<file path="src/rtl/mul_div_unit.sv">
// Iterative RV32M multiply/divide unit: shift-add multiply and restoring divide,
// one bit per cycle, with a start/busy/done handshake for the pipeline stall logic.

module mdu_rca #(
  parameter int W = 33
) (
  input  logic [W-1:0] a,
  input  logic [W-1:0] b,
  input  logic         cin,
  output logic [W-1:0] sum,
  output logic         cout
);
  logic [W:0] c;

  assign c[0] = cin;
  for (genvar i = 0; i < W; i++) begin : g_fa
    assign sum[i] = a[i] ^ b[i] ^ c[i];
    assign c[i+1] = (a[i] & b[i]) | (c[i] & (a[i] ^ b[i]));
  end
  assign cout = c[W];
endmodule

module mul_div_unit #(
  parameter int n = 32
) (
  input  logic         clk,
  input  logic         rst,
  input  logic         start,
  input  logic         kill,
  input  logic [2:0]   funct3,
  input  logic [n-1:0] A,
  input  logic [n-1:0] B,
  output logic [n-1:0] Result,
  output logic         busy,
  output logic         done
);
  localparam int CW = $clog2(n);
  localparam logic [n-1:0] MIN_NEG = {1'b1, {(n-1){1'b0}}};

  typedef enum logic [1:0] {IDLE, CALC, FIX, DONE} state_t;

  typedef struct packed {
    logic [2:0] op;
    logic       neg;
  } ctl_t;

  state_t          state, state_nx;
  ctl_t            ctl;
  logic [2*n-1:0]  acc;
  logic [n-1:0]    opb;
  logic [CW-1:0]   cnt;

  // operand decode at acceptance
  logic         a_sgn, b_sgn, div_by0, ovf, special, neg_in, accept;
  logic [n-1:0] a_mag, b_mag, spec_res;

  always_comb begin
    a_sgn    = A[n-1] & (funct3 == 3'b001 || funct3 == 3'b010 ||
                         funct3 == 3'b100 || funct3 == 3'b110);
    b_sgn    = B[n-1] & (funct3 == 3'b001 || funct3 == 3'b100 || funct3 == 3'b110);
    a_mag    = a_sgn ? -A : A;
    b_mag    = b_sgn ? -B : B;
    neg_in   = (funct3 == 3'b110) ? a_sgn : (a_sgn ^ b_sgn);
    div_by0  = funct3[2] & (B == '0);
    ovf      = funct3[2] & ~funct3[0] & (A == MIN_NEG) & (B == '1);
    special  = div_by0 | ovf;
    spec_res = '0;
    if (div_by0)  spec_res = funct3[1] ? A : '1;
    else if (ovf) spec_res = funct3[1] ? '0 : MIN_NEG;
    accept   = (state == IDLE) & start & ~kill;
  end

  always_comb begin
    state_nx = state;
    case (state)
      IDLE:    if (accept) state_nx = special ? DONE : CALC;
      CALC:    if (kill) state_nx = IDLE;
               else if (cnt == CW'(n-1)) state_nx = FIX;
      FIX:     state_nx = kill ? IDLE : DONE;
      DONE:    state_nx = IDLE;
      default: state_nx = IDLE;
    endcase
  end

  assign busy = (state == CALC) | (state == FIX);
  assign done = (state == DONE);

  always_ff @(posedge clk or posedge rst) begin
    if (rst) state <= IDLE;
    else     state <= state_nx;
  end

  // one adder shared: multiply accumulates, divide trial-subtracts via ~d + 1
  logic [n:0] add_a, add_b, add_s;
  logic       add_ci, add_co;

  always_comb begin
    if (ctl.op[2]) begin
      add_a  = {acc[2*n-1:n], acc[n-1]};
      add_b  = ~{1'b0, opb};
      add_ci = 1'b1;
    end else begin
      add_a  = {1'b0, acc[2*n-1:n]};
      add_b  = {1'b0, opb} & {(n+1){acc[0]}};
      add_ci = 1'b0;
    end
  end

  mdu_rca #(.W(n+1)) u_rca (
    .a    (add_a),
    .b    (add_b),
    .cin  (add_ci),
    .sum  (add_s),
    .cout (add_co)
  );

  logic [2*n-1:0] prod;
  logic [n-1:0]   dsel, fix_res;

  always_comb begin
    prod = ctl.neg ? -acc : acc;
    dsel = ctl.op[1] ? acc[2*n-1:n] : acc[n-1:0];
    if (ctl.op[2])                fix_res = ctl.neg ? -dsel : dsel;
    else if (ctl.op[1:0] == 2'b00) fix_res = prod[n-1:0];
    else                          fix_res = prod[2*n-1:n];
  end

  always_ff @(posedge clk or posedge rst) begin
    if (rst) begin
      ctl    <= '0;
      acc    <= '0;
      opb    <= '0;
      cnt    <= '0;
      Result <= '0;
    end else begin
      case (state)
        IDLE: if (accept) begin
          ctl.op  <= funct3;
          ctl.neg <= neg_in;
          opb     <= b_mag;
          acc     <= {{n{1'b0}}, a_mag};
          cnt     <= '0;
          if (special) Result <= spec_res;
        end
        CALC: if (!kill) begin
          cnt <= cnt + 1'b1;
          if (!ctl.op[2])  acc <= {add_s, acc[n-1:1]};
          else if (add_co) acc <= {add_s[n-1:0], acc[n-2:0], 1'b1};
          else             acc <= {acc[2*n-2:0], 1'b0};
        end
        FIX: if (!kill) Result <= fix_res;
        default: ;
      endcase
    end
  end
endmodule

</file>
<file path="config.mk">
export PLATFORM = sky130hd
export DESIGN_NAME = mul_div_unit
export DESIGN_NICKNAME = d
export VERILOG_FILES = /design/src/rtl/mul_div_unit.sv
export SDC_FILE = /design/constraint.sdc
export NUM_CORES = 1
export LEC_CHECK = 0
export CAP_MARGIN = 5
export CELL_PAD_IN_SITES_DETAIL_PLACEMENT = 0
export CELL_PAD_IN_SITES_GLOBAL_PLACEMENT = 1
export CORE_ASPECT_RATIO = 1.4
export CORE_MARGIN = 5
export CORE_UTILIZATION = 49
export CTS_CLUSTER_DIAMETER = 100
export CTS_CLUSTER_SIZE = 16
export DETAILED_ROUTE_END_ITERATION = 12
export GPL_TIMING_DRIVEN = 0
export HOLD_SLACK_MARGIN = 0.06
export PLACE_DENSITY_LB_ADDON = 0.1
export SLEW_MARGIN = 30
export SYNTH_ARGS = -nofsm -noshare
export SYNTH_HDL_FRONTEND = slang
export SYNTH_SLANG_ARGS = --single-unit
</file>
<file path="constraint.sdc">
create_clock -name clk -period 25.7 [get_ports clk]
set_input_delay 5.14 -clock clk [delete_from_list [all_inputs] [get_ports clk]]
set_output_delay 5.14 -clock clk [all_outputs]
set_load 0.02 [all_outputs]
</file>
==> flow_summary_export.csv, run 1 <==
group,metric,value,unit
critical_path,cp_common_cell,"fa_1",
critical_path,worst-path-buf-inv,5,
global_routing,grt_pass1_vias,14705,
cts,cts-hold-fix-buffers,0,
critical_path,critical_path.startpoint_type,"register",
drt,drt-total-wl,61.6,mm
synthesis,synth.distinct_cells,70,
cts,cts_htree_levels,4,
synthesis,synth_edf_count,0,
final_layout,fill_cells,2636,
cts,cts_root_buf,"clkbuf_16",
cts,clock_latency,0.46,ns
min_path,min_path_cells,2,
synthesis,synthTopCellsByArea,"dfrtp_1 26%, o21ai_0 7.9%, mux2i_1 7.2%",
critical_path,cp.depth,45,
sta,finalSetupTns,0,ns
cts,cts_resized,0,
sta,slew_headroom,0.309,
global_routing,grt_max_degree,78,
pwr,p_leak,6.10,nW
place,pre_cts_ws,7.70,ns
min_path,min-delay-start,"Result[21]$_DFFE_PP0P_",
sta,rsz0062_at_grt,"false",
critical_path,arrival,18.56,ns
sta,setup_violations,0,
drt,wl_per_cell,27.4,um
sta,min_period,18.22,ns
synthesis,async_reset_ff_frac,1.00,
final_layout,final_nets,1985,
synthesis,synth_area_per_cell,7.77,sq um
synthesis,yosysTopAreaCell,"dfrtp_1",
critical_path,cp_top_family,"adder cells",
place,hpwlAfterDp,48.0,mm
global_routing,grt_pass1_wl,90.3,mm
critical_path,critPathMaxFanout,10,
place,gp_congestion,1.09,
synthesis,synth-seq-cells,139,
sta,layout_setup_ws,7.48,ns
global_routing,antenna_found_initial,1,
final_layout,syn_to_final_growth,15.7,%
floorplanning,die_w,151,um
sta,fmax,54.9,MHz
pwr,powerDensity,144,nW/um^2
global_routing,grt-ovfl-total,0,
sta,fin_crit_sh,0.709,
floorplanning,die_area,31100,sq um
sta,fin_worst_skew,0.00751,ns
critical_path,r2r-start,"ctl[3]$_DFFE_PP0P_",
critical_path,critPathMaxStageDelay,0.67,ns
drt,ant_nets,0,
pwr,total_power,2.26,mW
place,port_buffers,103,
floorplanning,row_count,72,
critical_path,crit_start,"ctl[3]$_DFFE_PP0P_",
min_path,hp-class,"register to register",
drt,drt_pass1_iterations,6,
sta,fin_hold_ws,0.480,ns
cts,cts_buffers,17,
drt,drt_iter0_drc,1357,
floorplanning,die_h,207,um
cts,post_cts_buffers,0,
critical_path,crit_type,"register to register",
sta,finalHoldViolCount,0,
cts,cts.path.max_buffers,2,
synthesis,ys_top_cells_by_count,"218 x nand2_1, 213 x o21ai_0, 148 x clkbuf_1",
critical_path,rr_worst_depth,45,
drt,dr_total_vias,14751,
pwr,ir_worst_vdd,0.0593,mV
job,max_cap_viol_count,0,
final_layout,drive_gt1_frac,0.0579,
synthesis,synth.top_cell.area_share,0.257,
drt,route.detailed.drc,0,
final_layout,num_antenna_cells,0,
cts,clk_pin_slew,0.06,ns
sta,tightestPinTransition,1.04,ns
critical_path,critPathCaptureType,"register",
synthesis,ys_warn_count,0,
outcome,status,"finished, final reports clean",
synthesis,synth_ff_type,"dfrtp_1",
synthesis,syn_nets,1862,
sta,slew_violations,0,
final_layout,finalInstanceArea,15700,sq um
cts,clock_sink_count,139,
synthesis,synth_most_common_cell,"nand2_1",
cts,cts_tree,"yes",
synthesis,syn_area,13600,sq um
critical_path,crit_path_top_delay_cell,"clkbuf_1",
global_routing,track_usage,0.394,
synthesis,syn_inst,1745,
place,place_area,15100,sq um
floorplanning,io_pins,105,
floorplanning,core,27500,sq um
critical_path,cp.required,26.04,ns
floorplanning,start_util,0.493,
synthesis,ys_seq_area_frac,0.257,
drt,viasPerCell,6.55,
==> stage by stage <==
stage / instances / utilization
5_1_grt: 2251 / 0.571
3_3_place_gp: 2218 / 0.548
4_1_cts: 2251 / 0.570
6_report: 2251 / 0.571
2_1_floorplan: 1745 / -
3_5_place_dp: 2219 / 0.549
==> per-layer routing <==
metal,part of all wire,track usage,vias to the layer above,routed length (um)
met2,0.47,0.667,939,29000
li1,-,-,6561,-
met1,0.35,0.435,6931,21400
met5,0.00023,0,-,14
met4,0.095,0.325,2,5850
met3,0.085,0.0581,318,5260
==> where the power goes <==
part	internal [mW]	total, mW	leakage (nW)	switching [mW]
clock	0.136	0.245	0.266	0.109
sequential	0.321	0.400	1.76	0.0791
combinational	0.551	1.61	4.08	1.06
total	1.01	2.26	6.10	1.25
==> area by class of cell <==
cell class / instances / area [sq um] / area share
well taps: 370 / 463 / 0.0295
repair buffers: 104 / 1060 / 0.0675
multi-input cells: 1414 / 9360 / 0.597
plain buffers: 171 / 674 / 0.0430
inverters: 21 / 86.3 / 0.00551
clock buffers: 19 / 443 / 0.0283
flip-flops and latches: 139 / 3480 / 0.222
clock inverters: 13 / 119 / 0.00758
==> worst register-to-register path, delay by kind of cell, from the launching register on <==
kind,cells,cell delay (ns)
flops,1,0.43
mux,1,0.32
simple gates,3,1.02
buf+inv,5,2.68
compound gates,3,0.49
fa+ha+maj,33,13.16
==> state kept, by name, summed over array words and instances (netlist names) <==
register	cells
opb	32
ctl	4
cnt	5
acc	64
Result	32
state	2
==> final timing paths <==
kind / endpoint / slack [ns]
worst max-delay path: acc[33]$_DFFE_PP0P_ / 7.48
min in group asynchronous: cnt[2]$_DFFE_PP0P_ / 5.11
worst min-delay path: Result[21]$_DFFE_PP0P_ / 0.48
worst min register to register: Result[21]$_DFFE_PP0P_ / 0.48
max in group asynchronous: opb[10]$_DFFE_PP0P_ / 19.82
worst max register to register: acc[33]$_DFFE_PP0P_ / 7.48
==> logic make-up (layout without fill, tap and decap cells) <==
group,count (synthesis),in the layout,share of synthesized area
compound gates,503,503,0.228
flops,139,139,0.257
simple gates,603,603,0.215
fa+ha+maj,46,46,0.0602
mux,135,135,0.103
buf+inv,192,328,0.0555
xor+xnor,127,127,0.0821
==> layout by cell type, fill, tap and decap left out, types with 9 or more instances in the layout <==
cell             count
o211ai_1            11
nand2_1            218
xnor2_1             75
mux2i_1             98
nand2b_1            11
clkbuf_16           17
a31oi_1             29
nor4_1              26
a41oi_1              9
buf_1               13
nor2_1             146
or2_2                9
a21oi_1             93
mux2_2              37
a22o_1              30
dfrtp_1            139
or3_1               30
inv_1               18
clkbuf_1           148
xor2_1              52
nand3_1             30
o22ai_1              9
o31ai_1             32
clkdlybuf4s50_1    103
or4_1               26
fa_1                32
nand4_1             21
o21ai_0            213
o41ai_1             18
nor3_1              34
ha_1                14
Note: power is estimated with default switching activity, not from simulation.
==> inputs of run 2 (changes only) <==
--- a/config.mk
+++ b/config.mk
@@ -10,7 +10,7 @@
 export CELL_PAD_IN_SITES_GLOBAL_PLACEMENT = 1
 export CORE_ASPECT_RATIO = 1.4
 export CORE_MARGIN = 5
-export CORE_UTILIZATION = 49
+export CORE_UTILIZATION = 45
 export CTS_CLUSTER_DIAMETER = 100
 export CTS_CLUSTER_SIZE = 16
 export DETAILED_ROUTE_END_ITERATION = 12
==> constraint.sdc (replaced) <==
create_clock -name clk -period 17.25 [get_ports clk]
set_input_delay 3.45 -clock clk [delete_from_list [all_inputs] [get_ports clk]]
set_output_delay 3.45 -clock clk [all_outputs]
set_load 0.02 [all_outputs]
==> flow_summary_export.csv, run 2 (same netlist as run 1, synthesis figures left out) <==
group,metric,value,unit
final_layout,final_nets,1986,
cts,clock_latency,0.47,ns
drt,viasPerCell,6.44,
job,max_cap_viol_count,0,
cts,cts-hold-fix-buffers,0,
final_layout,final-seq-area,3480,sq um
cts,clock_sink_count,139,
pwr,ir_worst_vdd,0.0820,mV
pwr,powerDensity,217,nW/um^2
cts,post_cts_buffers,0,
drt,drt_pass1_iterations,7,
drt,route.detailed.drc,0,
global_routing,grt_pass1_wl,92.5,mm
sta,fin_crit_sh,0.973,
floorplanning,die_h,215,um
global_routing,antenna_found_initial,1,
final_layout,multi_input_area,9360,sq um
drt,dr_total_vias,14618,
sta,slew_headroom,0.278,
place,gp_congestion,1.03,
min_path,min-delay-start,"cnt[4]$_DFFE_PP0P_",
final_layout,post-route-util,0.528,
place,place_area,15100,sq um
drt,drt_iter0_drc,1197,
final_layout,final_cell_mix,"218 x nand2_1, 212 x o21ai_0, 145 x nor2_1",
final_layout,largest_reg_flops,64,
drt,wl_per_cell,28.2,um
global_routing,track_usage,0.372,
critical_path,critPathMaxStageDelay,0.79,ns
cts,cts_buffers,17,
place,port_buffers,103,
pwr,p_leak,6.14,nW
final_layout,reg_top3,"acc x64, Result x32, opb x32",
floorplanning,core,29800,sq um
critical_path,critical_path.startpoint_type,"register",
min_path,hp-class,"register to register",
final_layout,final_common_cell,"nand2_1",
final_layout,finalInstanceArea,15700,sq um
critical_path,cp.required,17.59,ns
floorplanning,row_count,75,
cts,cts_tree,"yes",
cts,cts_root_buf,"clkbuf_16",
critical_path,r2r-start,"ctl[3]$_DFFE_PP0P_",
sta,min_period,16.79,ns
cts,clk_pin_slew,0.06,ns
outcome,status,"finished, final reports clean",
final_layout,fill_cells,2914,
sta,finalHoldViolCount,0,
critical_path,critPathCaptureType,"register",
global_routing,grt_max_degree,74,
floorplanning,io_pins,105,
final_layout,syn_to_final_growth,16.2,%
drt,ant_nets,0,
place,hpwlAfterDp,49.9,mm
global_routing,grt-ovfl-total,0,
cts,cts.path.max_buffers,2,
final_layout,drive_gt1_frac,0.0627,
critical_path,crit_type,"register to register",
sta,setup_violations,0,
critical_path,arrival,17.13,ns
sta,fmax,59.6,MHz
pwr,total_power,3.42,mW
floorplanning,start_util,0.454,
critical_path,crit_start,"ctl[3]$_DFFE_PP0P_",
final_layout,largest_register,"acc",
sta,slew_violations,0,
critical_path,cp_common_cell,"fa_1",
floorplanning,die_w,157,um
floorplanning,die_area,33700,sq um
cts,cts_resized,6,
critical_path,crit_path_top_delay_cell,"buf_1",
critical_path,critPathMaxFanout,10,
cts,cts_htree_levels,4,
sta,tightestPinTransition,1.08,ns
global_routing,grt_pass1_vias,14316,
sta,fin_worst_skew,0.0154,ns
drt,drt-total-wl,64.0,mm
[run 2: cell types whose count changed in the layout (fill, tap and decap cells not counted), sizes merged]
cell,previous run,this run
diode,0,2
clkbuf,167,168
clkinv,7,8
clkinvlp,4,3
[run 2: critical path, delay by kind of cell (launching register included)]
kind            cells  cell delay [ns]
compound gates      2             0.32
buf+inv             4             1.77
mux                 2             0.69
flops               1             0.43
simple gates        1             0.24
fa+ha+maj          33            13.16
[run 2: stage by stage]
stage / hold slack, ns / TNS [ns] / std cells / setup WS (ns)
after floorplan: 0.445 / 0 / 1745 / 1.77
after global placement: 0.463 / -22.55 / 2233 / -0.811
after detailed placement: 0.471 / -24.69 / 2234 / -0.881
after CTS: 0.485 / 0 / 2266 / 0.0351
after global routing: 0.504 / -0.000401 / 2268 / -0.000401
final: 0.478 / 0 / 2269 / 0.460
[run 2: layout make-up]
cell class | instances | area share
plain buffers | 171 | 0.0440
diodes | 2 | 0.000318
multi-input cells | 1414 | 0.595
inverters | 21 | 0.00548
clock buffers | 19 | 0.0288
repair buffers | 105 | 0.0677
well taps | 385 | 0.0306
flip-flops and latches | 139 | 0.221
clock inverters | 13 | 0.00739
[run 2: worst paths after layout]
check                      cells after the start  slack [ns]             endpoint
min                                            2        0.48   cnt[4]$_DFFE_PP0P_
max reg2reg                                   42        0.46  acc[42]$_DFFE_PP0P_
max in group asynchronous                      3       13.06  acc[40]$_DFFE_PP0P_
max                                           42        0.46  acc[42]$_DFFE_PP0P_
min reg2reg                                    2        0.48   cnt[4]$_DFFE_PP0P_
min in group asynchronous                      2        3.42   cnt[2]$_DFFE_PP0P_
[run 2: per-layer routing]
layer	vias to the layer above	global-route usage	wire length [um]
met5	-	0	0
met3	249	0.0628	4990
li1	6561	-	-
met2	803	0.627	30800
met1	7005	0.421	22800
met4	0	0.262	5430
[run 2: power breakdown]
group	leakage [nW]	total [mW]	internal (mW)	switching (mW)
sequential	1.76	0.595	0.478	0.117
combinational	4.11	2.45	0.831	1.62
clock	0.276	0.371	0.206	0.165
total	6.14	3.42	1.52	1.90
==> inputs of run 3 (changes only) <==
--- a/config.mk
+++ b/config.mk
@@ -16,6 +16,7 @@
 export DETAILED_ROUTE_END_ITERATION = 12
 export GPL_TIMING_DRIVEN = 0
 export HOLD_SLACK_MARGIN = 0.06
+export MAX_ROUTING_LAYER = met4
 export PLACE_DENSITY_LB_ADDON = 0.1
 export SLEW_MARGIN = 30
 export SYNTH_ARGS = -nofsm -noshare
==> flow_summary_export.csv, run 3 (same netlist as run 1, synthesis figures left out) <==
group,metric,value,unit
outcome,status,"finished, final reports clean",
place,port_buffers,103,
cts,cts_tree,"yes",
final_layout,reg_top3,"acc x64, Result x32, opb x32",
drt,ant_nets,0,
pwr,ir_worst_vdd,0.0863,mV
floorplanning,row_count,75,
cts,cts.path.max_buffers,2,
place,hpwlAfterDp,50.2,mm
cts,clk_pin_slew,0.06,ns
critical_path,critical_path.startpoint_type,"register",
sta,finalHoldViolCount,0,
floorplanning,die_area,33700,sq um
cts,post_cts_buffers,0,
drt,viasPerCell,6.48,
critical_path,worst-path-buf-inv,4,
pwr,p_leak,6.18,nW
sta,setup_violations,0,
critical_path,arrival,17.02,ns
drt,dr_total_vias,14695,
drt,drt-total-wl,64.1,mm
drt,drt_pass1_iterations,7,
cts,clock_sink_count,139,
place,place_area,15100,sq um
critical_path,critPathMaxFanout,10,
sta,fin_worst_skew,0.0131,ns
drt,drt_iter0_drc,1180,
sta,fmax,60.0,MHz
sta,slew_headroom,0.290,
floorplanning,core,29800,sq um
sta,tightestPinTransition,1.05,ns
min_path,hp-class,"register to register",
final_layout,largest_register,"acc",
place,gp_congestion,1.06,
final_layout,final_nets,1987,
floorplanning,die_h,215,um
global_routing,grt_pass1_wl,93.3,mm
sta,layout_setup_ws,0.572,ns
sta,slew_violations,0,
final_layout,drive_gt1_frac,0.0627,
critical_path,crit_path_top_delay_cell,"buf_1",
floorplanning,io_pins,105,
global_routing,grtUsageMet3,0.0572,
cts,cts-hold-fix-buffers,0,
cts,cts_buffers,17,
critical_path,crit_type,"register to register",
critical_path,critPathCaptureType,"register",
critical_path,cp_top_family,"adder cells",
global_routing,track_usage,0.384,
place,dp_cells,2235,
global_routing,grt_busiest_layer,"met2",
global_routing,antenna_found_initial,0,
critical_path,critPathMaxStageDelay,0.78,ns
final_layout,final_common_cell,"nand2_1",
global_routing,grt_use_met2,0.638,
global_routing,grt_max_degree,76,
drt,route.detailed.drc,0,
cts,clock_latency,0.46,ns
global_routing,grt-ovfl-total,0,
critical_path,cp_common_cell,"fa_1",
global_routing,grt_pass1_vias,14625,
final_layout,final_cell_mix,"218 x nand2_1, 213 x o21ai_0, 145 x nor2_1",
floorplanning,start_util,0.454,
final_layout,finalInstanceArea,15800,sq um
drt,wl_per_cell,28.3,um
floorplanning,die_w,157,um
final_layout,stdcell_count,2268,
job,max_cap_viol_count,0,
final_layout,largest_reg_flops,64,
sta,rsz0062_at_grt,"false",
critical_path,cp.required,17.59,ns
place,pre_cts_ws,-0.784,ns
cts,cts_htree_levels,4,
final_layout,syn_to_final_growth,16.6,%
sta,fin_crit_sh,0.967,
global_routing,grtUsageMet1,0.417,
cts,cts_root_buf,"clkbuf_16",
final_layout,num_antenna_cells,0,
pwr,powerDensity,218,nW/um^2
sta,min_period,16.68,ns
run 3: layer usage:
metal,part of all wire,vias up,wire length (um)
met3,0.071,256,4550
met1,0.36,7050,23000
met5,0,-,0
met2,0.49,816,31200
met4,0.085,0,5440
li1,-,6573,-
run 3: worst paths after layout:
| path | cells after the start | to | slack, ns | from |
|---|---|---|---|---|
| worst min-delay path | 2 | Result[16]$_DFFE_PP0P_ | 0.48 | Result[16]$_DFFE_PP0P_ |
| worst max-delay path | 42 | acc[41]$_DFFE_PP0P_ | 0.57 | ctl[3]$_DFFE_PP0P_ |
| worst min register to register | 2 | Result[16]$_DFFE_PP0P_ | 0.48 | Result[16]$_DFFE_PP0P_ |
| min in group asynchronous | 2 | cnt[3]$_DFFE_PP0P_ | 3.43 | rst |
| worst max register to register | 42 | acc[41]$_DFFE_PP0P_ | 0.57 | ctl[3]$_DFFE_PP0P_ |
| max in group asynchronous | 3 | acc[32]$_DFFE_PP0P_ | 13.05 | rst |
run 3: metrics by stage:
step	TNS, ns	hold WS, ns	utilization	total power [mW]
global route	0	0.513	0.529	3.64
finish	0	0.478	0.529	3.44
global placement	-15.06	0.463	0.505	2.93
detailed placement	-22.07	0.473	0.507	2.95
floorplan	0	0.445	-	2.12
CTS	0	0.486	0.528	3.37
run 3: what timing repair did:
| item | 4_1_cts | 5_1_grt |
|---|---|---|
| endpoints found under the setup margin | 33 | 30 |
| gates resized for setup | 6 | 11 |
| pin swaps | 0 | 0 |
run 3: area by class of cell:
cell class / count / area, sq um
buffer: 171 / 689
inverter: 21 / 86.3
tap: 385 / 482
timing repair buffer: 106 / 1080
sequential: 139 / 3480
clock inverter: 12 / 160
multi-input combinational: 1414 / 9360
clock buffer: 20 / 467
fill: 2926 / 14000
run 3: power breakdown:
part	switching (mW)	internal, mW
clock	0.165	0.240
combinational	1.61	0.829
sequential	0.116	0.478
run 3: worst reg2reg max path, delay by kind of cell, from the launching register on:
| kind | cells | cell delay [ns] |
|---|---|---|
| buffers and inverters | 4 | 1.67 |
| DFF | 1 | 0.44 |
| adders and majority gates | 33 | 13.20 |
| muxes | 2 | 0.70 |
| AOI/OAI and AO/OA | 2 | 0.33 |
| and+or+nand+nor | 1 | 0.24 |
